===== config.mk =====
export PLATFORM = sky130hd
export DESIGN_NAME = conv_window_addr_reader
export DESIGN_NICKNAME = d
export VERILOG_FILES = /design/src/rtl/conv_pkg.sv /design/src/rtl/counter_with_clr.sv /design/src/rtl/conv_window_addr_reader.sv
export SDC_FILE = /design/constraint.sdc
export NUM_CORES = 1
export LEC_CHECK = 0
export BUFFER_PORTS_ARGS = -buffer_cell sky130_fd_sc_hd__buf_2
export CORE_MARGIN = 4
export CORE_UTILIZATION = 62
export DETAILED_ROUTE_END_ITERATION = 7
export PLACE_DENSITY = 0.82
export SLEW_MARGIN = 20
export SYNTH_ARGS = -nofsm -noshare
export SYNTH_HDL_FRONTEND = slang
export SYNTH_SLANG_ARGS = --single-unit

===== constraint.sdc =====
create_clock -name clk -period 7.1 [get_ports clk]
set_input_delay 0.355 -clock clk [delete_from_list [all_inputs] [get_ports clk]]
set_output_delay 0.355 -clock clk [all_outputs]
set_load 0.05 [all_outputs]

===== src/rtl/conv_pkg.sv =====
// Shared definitions for the convolution accelerator's feature-map address logic.
// Default widths are common to the write-side and read-side address generators.
package conv_pkg;

    localparam int CONV_DIMW  = 6;
    localparam int CONV_ADDRW = 12;

    typedef enum logic [1:0] {
        IDLE,
        RUN,
        DONE
    } rd_state_t;

endpackage


===== src/rtl/counter_with_clr.sv =====
// Up-counter with synchronous clear; clear wins over increment.
module counter_with_clr #(
    parameter int OUTW = 6
) (
    input  logic            clk,
    input  logic            reset,
    input  logic            clr,
    input  logic            incr,
    output logic [OUTW-1:0] count
);

    // NOTE: sequential state uses non-blocking assignments so every register samples pre-edge values.
    always_ff @(posedge clk) begin
        if (reset)
            count <= '0;
        else if (clr)
            count <= '0;
        else if (incr)
            count <= count + OUTW'(1);
    end

endmodule


===== src/rtl/conv_window_addr_reader.sv =====
// Reads an N x N raster feature map back as sliding K x K windows, emitting one
// read address per handshake, output pixels in raster order.
module conv_window_addr_reader
    import conv_pkg::*;
#(
    parameter int DIMW  = CONV_DIMW,
    parameter int ADDRW = CONV_ADDRW
) (
    input  logic             clk,
    input  logic             reset,
    input  logic             start,
    input  logic [DIMW-1:0]  n_dim,
    input  logic [DIMW-1:0]  k_dim,
    output logic [ADDRW-1:0] addr_out,
    output logic             addr_valid,
    input  logic             addr_ready,
    output logic             last_in_window,
    output logic             last_in_frame,
    output logic             busy,
    output logic             done
);

    rd_state_t state, state_nxt;

    logic [DIMW-1:0] n_lat, k_lat;
    logic [DIMW-1:0] kc, kr, oc, orow;
    logic [DIMW-1:0] k_max, o_max;
    logic            start_acc, cfg_ok, hs;
    logic            kc_wrap, kr_wrap, oc_wrap;
    logic [ADDRW-1:0] row, col;

    assign start_acc = (state == IDLE) && start;
    assign cfg_ok    = (k_dim != '0) && (n_dim != '0) && (k_dim <= n_dim);
    assign hs        = addr_valid && addr_ready;

    assign k_max   = k_lat - DIMW'(1);
    assign o_max   = n_lat - k_lat;
    assign kc_wrap = (kc == k_max);
    assign kr_wrap = (kr == k_max);
    assign oc_wrap = (oc == o_max);

    always_ff @(posedge clk) begin
        if (reset) begin
            n_lat <= '0;
            k_lat <= '0;
        end else if (start_acc) begin
            n_lat <= n_dim;
            k_lat <= k_dim;
        end
    end

    // Innermost first: kc, kr, oc, orow. Each wraps on its own terminal count
    // only when every inner loop wraps in the same handshake.
    counter_with_clr #(.OUTW(DIMW)) u_kc (
        .clk   (clk),
        .reset (reset),
        .clr   (start_acc || (hs && kc_wrap)),
        .incr  (hs),
        .count (kc)
    );

    counter_with_clr #(.OUTW(DIMW)) u_kr (
        .clk   (clk),
        .reset (reset),
        .clr   (start_acc || (hs && kc_wrap && kr_wrap)),
        .incr  (hs && kc_wrap),
        .count (kr)
    );

    counter_with_clr #(.OUTW(DIMW)) u_oc (
        .clk   (clk),
        .reset (reset),
        .clr   (start_acc || (hs && kc_wrap && kr_wrap && oc_wrap)),
        .incr  (hs && kc_wrap && kr_wrap),
        .count (oc)
    );

    counter_with_clr #(.OUTW(DIMW)) u_or (
        .clk   (clk),
        .reset (reset),
        .clr   (start_acc || (hs && last_in_frame)),
        .incr  (hs && kc_wrap && kr_wrap && oc_wrap),
        .count (orow)
    );

    always_ff @(posedge clk) begin
        if (reset)
            state <= IDLE;
        else
            state <= state_nxt;
    end

    always_comb begin
        state_nxt = state;
        case (state)
            IDLE: if (start) state_nxt = cfg_ok ? RUN : DONE;
            RUN:  if (hs && last_in_frame) state_nxt = DONE;
            DONE: state_nxt = IDLE;
            default: state_nxt = IDLE;
        endcase
    end

    // NOTE: every output gets a default first so no path through the block infers a latch.
    always_comb begin
        addr_valid     = 1'b0;
        busy           = 1'b0;
        done           = 1'b0;
        last_in_window = 1'b0;
        last_in_frame  = 1'b0;
        case (state)
            RUN: begin
                addr_valid     = 1'b1;
                busy           = 1'b1;
                last_in_window = kr_wrap && kc_wrap;
                last_in_frame  = kr_wrap && kc_wrap && (orow == o_max) && oc_wrap;
            end
            DONE: begin
                busy = 1'b1;
                done = 1'b1;
            end
            default: ;
        endcase
    end

    // Registered counters only, so addr_ready never reaches the address path.
    always_comb begin
        row      = ADDRW'(orow) + ADDRW'(kr);
        col      = ADDRW'(oc) + ADDRW'(kc);
        addr_out = row * ADDRW'(n_lat) + col;
    end

endmodule


==> flow_summary_export.csv <==
group,metric,value,unit
power_and_ir_drop,comb_power_share,35.2,%
clock_network,clk_pin_slew,0.08,ns
final_layout,drive_above_1_share,9.59,%
sta,min_period_over_period,89.5,%
worst_setup_path,path_class,"flip-flop to primary output",
yosys,synth_fp_nets,605,
global_route,overflow,0,
clock_network,clock_path_buffers,2,
worst_setup_path,rr_worst_depth,11,
clock_network,ctsRootBufferMaster,"clkbuf_8",
worst_setup_path,worst_ep_required_time,6.74,ns
sta,rsz0062_at_grt,"no",
place,globalplace.congestion,0.912,
sta,drv_slew,0,
worst_setup_path,crit_path_end_kind,"primary output",
global_route,track_usage,23.6,%
detailed_routing,avgRoutedWirePerCell,14.7,microns
yosys,syn-instance-count,503,
detailed_routing,routed_wl,9.25,mm
final_layout,multiInputGateArea,3240,sq um
clock_network,htreeDepth,2,
power_and_ir_drop,p_int,0.388,mW
floorplan,num_rows,30,
worst_setup_path,crit_end,"addr_out[11]",
detailed_routing,drt_pre_antenna_iters,4,
clock_network,clkSinkCount,38,
yosys,yosys-top-cells-count,"72 x inv_1, 54 x ha_1, 51 x nand2_1",
global_route,grt_pass1_wl,16.3,mm
clock_network,numCtsBuffers,5,
yosys,ys_warn_count,0,
worst_setup_path,cp_max_fo,6,
yosys,synth_flop_cell,"dfxtp_1",
sta,final.setup_skew,0.00483,ns
yosys,yosysSeqAreaShare,17.6,%
detailed_routing,drt_iter0_markers,152,
final_layout,ff_latch_area,761,sq um
final_layout,n_antenna_cell,0,
power_and_ir_drop,pwr-share-seq,39.3,%
detailed_routing,vias,3458,
sta,setup_viol,0,
global_route,grt_max_degree,18,
worst_setup_path,start_kind,"flip-flop",
final_layout,final_util,68.4,%
yosys,synth-edff-count,0,
sta,tightest_slew,0.747,ns
final_layout,fill_cells,569,
final_layout,num-nets-final,633,
yosys,synth_area_per_cell,8.59,sq um
floorplan,ios,33,
floorplan,start_util,63.6,%
power_and_ir_drop,leakagePower,2.21,nW
power_and_ir_drop,peakVddDrop,113,uV
clock_network,cts-hold-fix-buffers,0,
power_and_ir_drop,p_switching,0.228,mW
place,io_buffers,32,
place,dpl.hpwl,7.57,mm
worst_setup_path,cp_data_arrival_time,6.00,ns
place,place_ws,1.08,ns
yosys,async_flop_share,0,%
detailed_routing,detail_route.vias_per_cell,5.51,
floorplan,core_area,6790,sq um
power_and_ir_drop,finalPower,0.615,mW
clock_network,cts_setup_buffers,0,
sta,fin_tns_setup,0,ns
yosys,netlist_area,4320,sq um
sta,fmax,157,MHz
power_and_ir_drop,cellPowerDensity,132,nW/um^2
worst_setup_path,rrSetupSlack,3.91,ns
yosys,synth_top_area_share,17.6,%
sta,slew-limit-headroom,50.2,%
power_and_ir_drop,clock_power_share,25.5,%
yosys,synth_area_leaders,"dfxtp_1 18%, ha_1 16%, fa_1 15%",
status,status,"finished clean",
sta,hold_viol,0,
floorplan,die_h,91.5,microns
global_route,grt_pass1_vias,3577,
yosys,yosysTopAreaCell,"dfxtp_1",
min_path,hold_class,"primary input to flip-flop",
global_route,antenna_found_initial,0,
detailed_routing,drt_drc_violations_left,0,
worst_setup_path,startpoint,"u_kr.count[0]",
floorplan,dieWidth,91.5,microns
yosys,synth-seq-cells,38,
clock_network,clk_latency,0.28,ns
run,cap_violations,0,
sta,fin_ws,0.746,ns
worst_setup_path,reg2reg_to,"state[1]",
floorplan,dieArea,8370,sq um
sta,period_needed,6.35,ns
final_layout,syn2layout_area_growth,7.59,%
yosys,yosysMostFrequentCell,"inv_1",
yosys,ys_types,55,
clock_network,cts_tree,"done",
worst_setup_path,worstReg2RegStart,"n_lat[0]",
power_and_ir_drop,p_sw_share,37.0,%
clock_network,post_cts_resized,0,
detailed_routing,ant_nets,0,
[worst min-delay path by stage]
stage	from	end	slack, ns	cells after the start
CTS	n_dim[2]	n_lat[2]	0.32	3
detailed placement	k_lat[1]	k_lat[1]	0.47	2
global route	n_dim[2]	n_lat[2]	0.33	3
floorplan	k_lat[1]	k_lat[1]	0.45	2
finish	n_dim[2]	n_lat[2]	0.32	3
global placement	k_lat[1]	k_lat[1]	0.47	2
[state kept, by name (all words and copies together) (netlist names)]
name and cells:
k_lat 6, n_lat 6, u_kc.count 6, u_kr.count 6, u_oc.count 6, u_or.count 6
state 2
[worst max-delay path: stages, from the launching register on]
cell and delay (ns):
dfxtp_1 0.44, ha_1 0.21, inv_1 0.05, fa_1 0.39
inv_1 0.07, a21o_1 0.10, a21oi_1 0.09, xnor2_1 0.21
and2_1 0.21, fa_1 0.50, inv_1 0.06, fa_1 0.49
inv_1 0.06, fa_1 0.53, inv_1 0.05, fa_1 0.52
inv_1 0.04, ha_1 0.32, nor2b_1 0.14, nor2_1 0.09
nor2_1 0.07, o41ai_1 0.46, o21ai_0 0.21, xnor2_1 0.15
buf_2 0.27
[through the flow]
stage               hold WS, ns  instance area, sq um  cells
finish                    0.318                  4650    628
global route              0.325                  4650    628
CTS                       0.317                  4650    628
detailed placement        0.467                  4550    620
global placement          0.470                  4550    620
floorplan                 0.449                  4320    503
[power by group through the flow]
| stage | combinational [mW] | sequential (mW) | clock, mW |
|---|---|---|---|
| floorplan | 0.179 | 0.237 | 0 |
| global placement | 0.206 | 0.246 | 0 |
| detailed placement | 0.213 | 0.247 | 0 |
| CTS | 0.216 | 0.242 | 0.160 |
| global route | 0.239 | 0.243 | 0.167 |
| finish | 0.216 | 0.242 | 0.157 |
[layer usage]
metal / wire length (microns) / share of wire [%] / GRT usage, %
met5: 0 / 0 / 0
met4: 73 / 0.79 / 5.03
met3: 394 / 4.3 / 3.23
met2: 4790 / 52 / 42.1
met1: 3990 / 43 / 30.2
[layout by cell type, fill, tap and decap left out, types with 4 or more instances in the layout]
master	synthesis	layout
a21oi_1	29	29
ha_1	54	54
xor2_1	19	19
clkbuf_8	0	6
nand4_1	8	8
nand2b_1	5	5
a21o_1	7	7
and2_1	26	26
buf_2	2	32
nand3_1	6	6
and3_1	4	4
nor2b_1	4	4
xnor2_1	42	42
nand2_1	51	51
nor3_1	9	9
o21ai_0	5	5
fa_1	32	32
nor2_1	33	33
o21bai_1	4	4
mux2i_1	4	4
inv_1	72	72
dfxtp_1	38	38
[final cells by class]
type                            instances  share of cell area, %
Sequential cell                        38                   16.4
Tap cell                               96                   2.58
Timing Repair Buffer                   32                   3.44
Multi-Input combinational cell        382                   69.8
Clock buffer                            6                   1.78
Clock inverter                          2                  0.269
Inverter                               72                   5.81
[kinds of logic (layout without fill, tap and decap cells)]
family | after synthesis | after routing | share of synthesized area [%]
buffers and inverters | 83 | 112 | 7.35
AND/OR/NAND/NOR | 161 | 161 | 19.1
adder cells (fa/ha/maj) | 86 | 86 | 30.5
multiplexers | 4 | 4 | 0.926
AO/OA/AOI/OAI | 66 | 66 | 10.4
XOR/XNOR | 65 | 65 | 14.2
flip-flops | 38 | 38 | 17.6
Power figures use the tool's default switching activity.
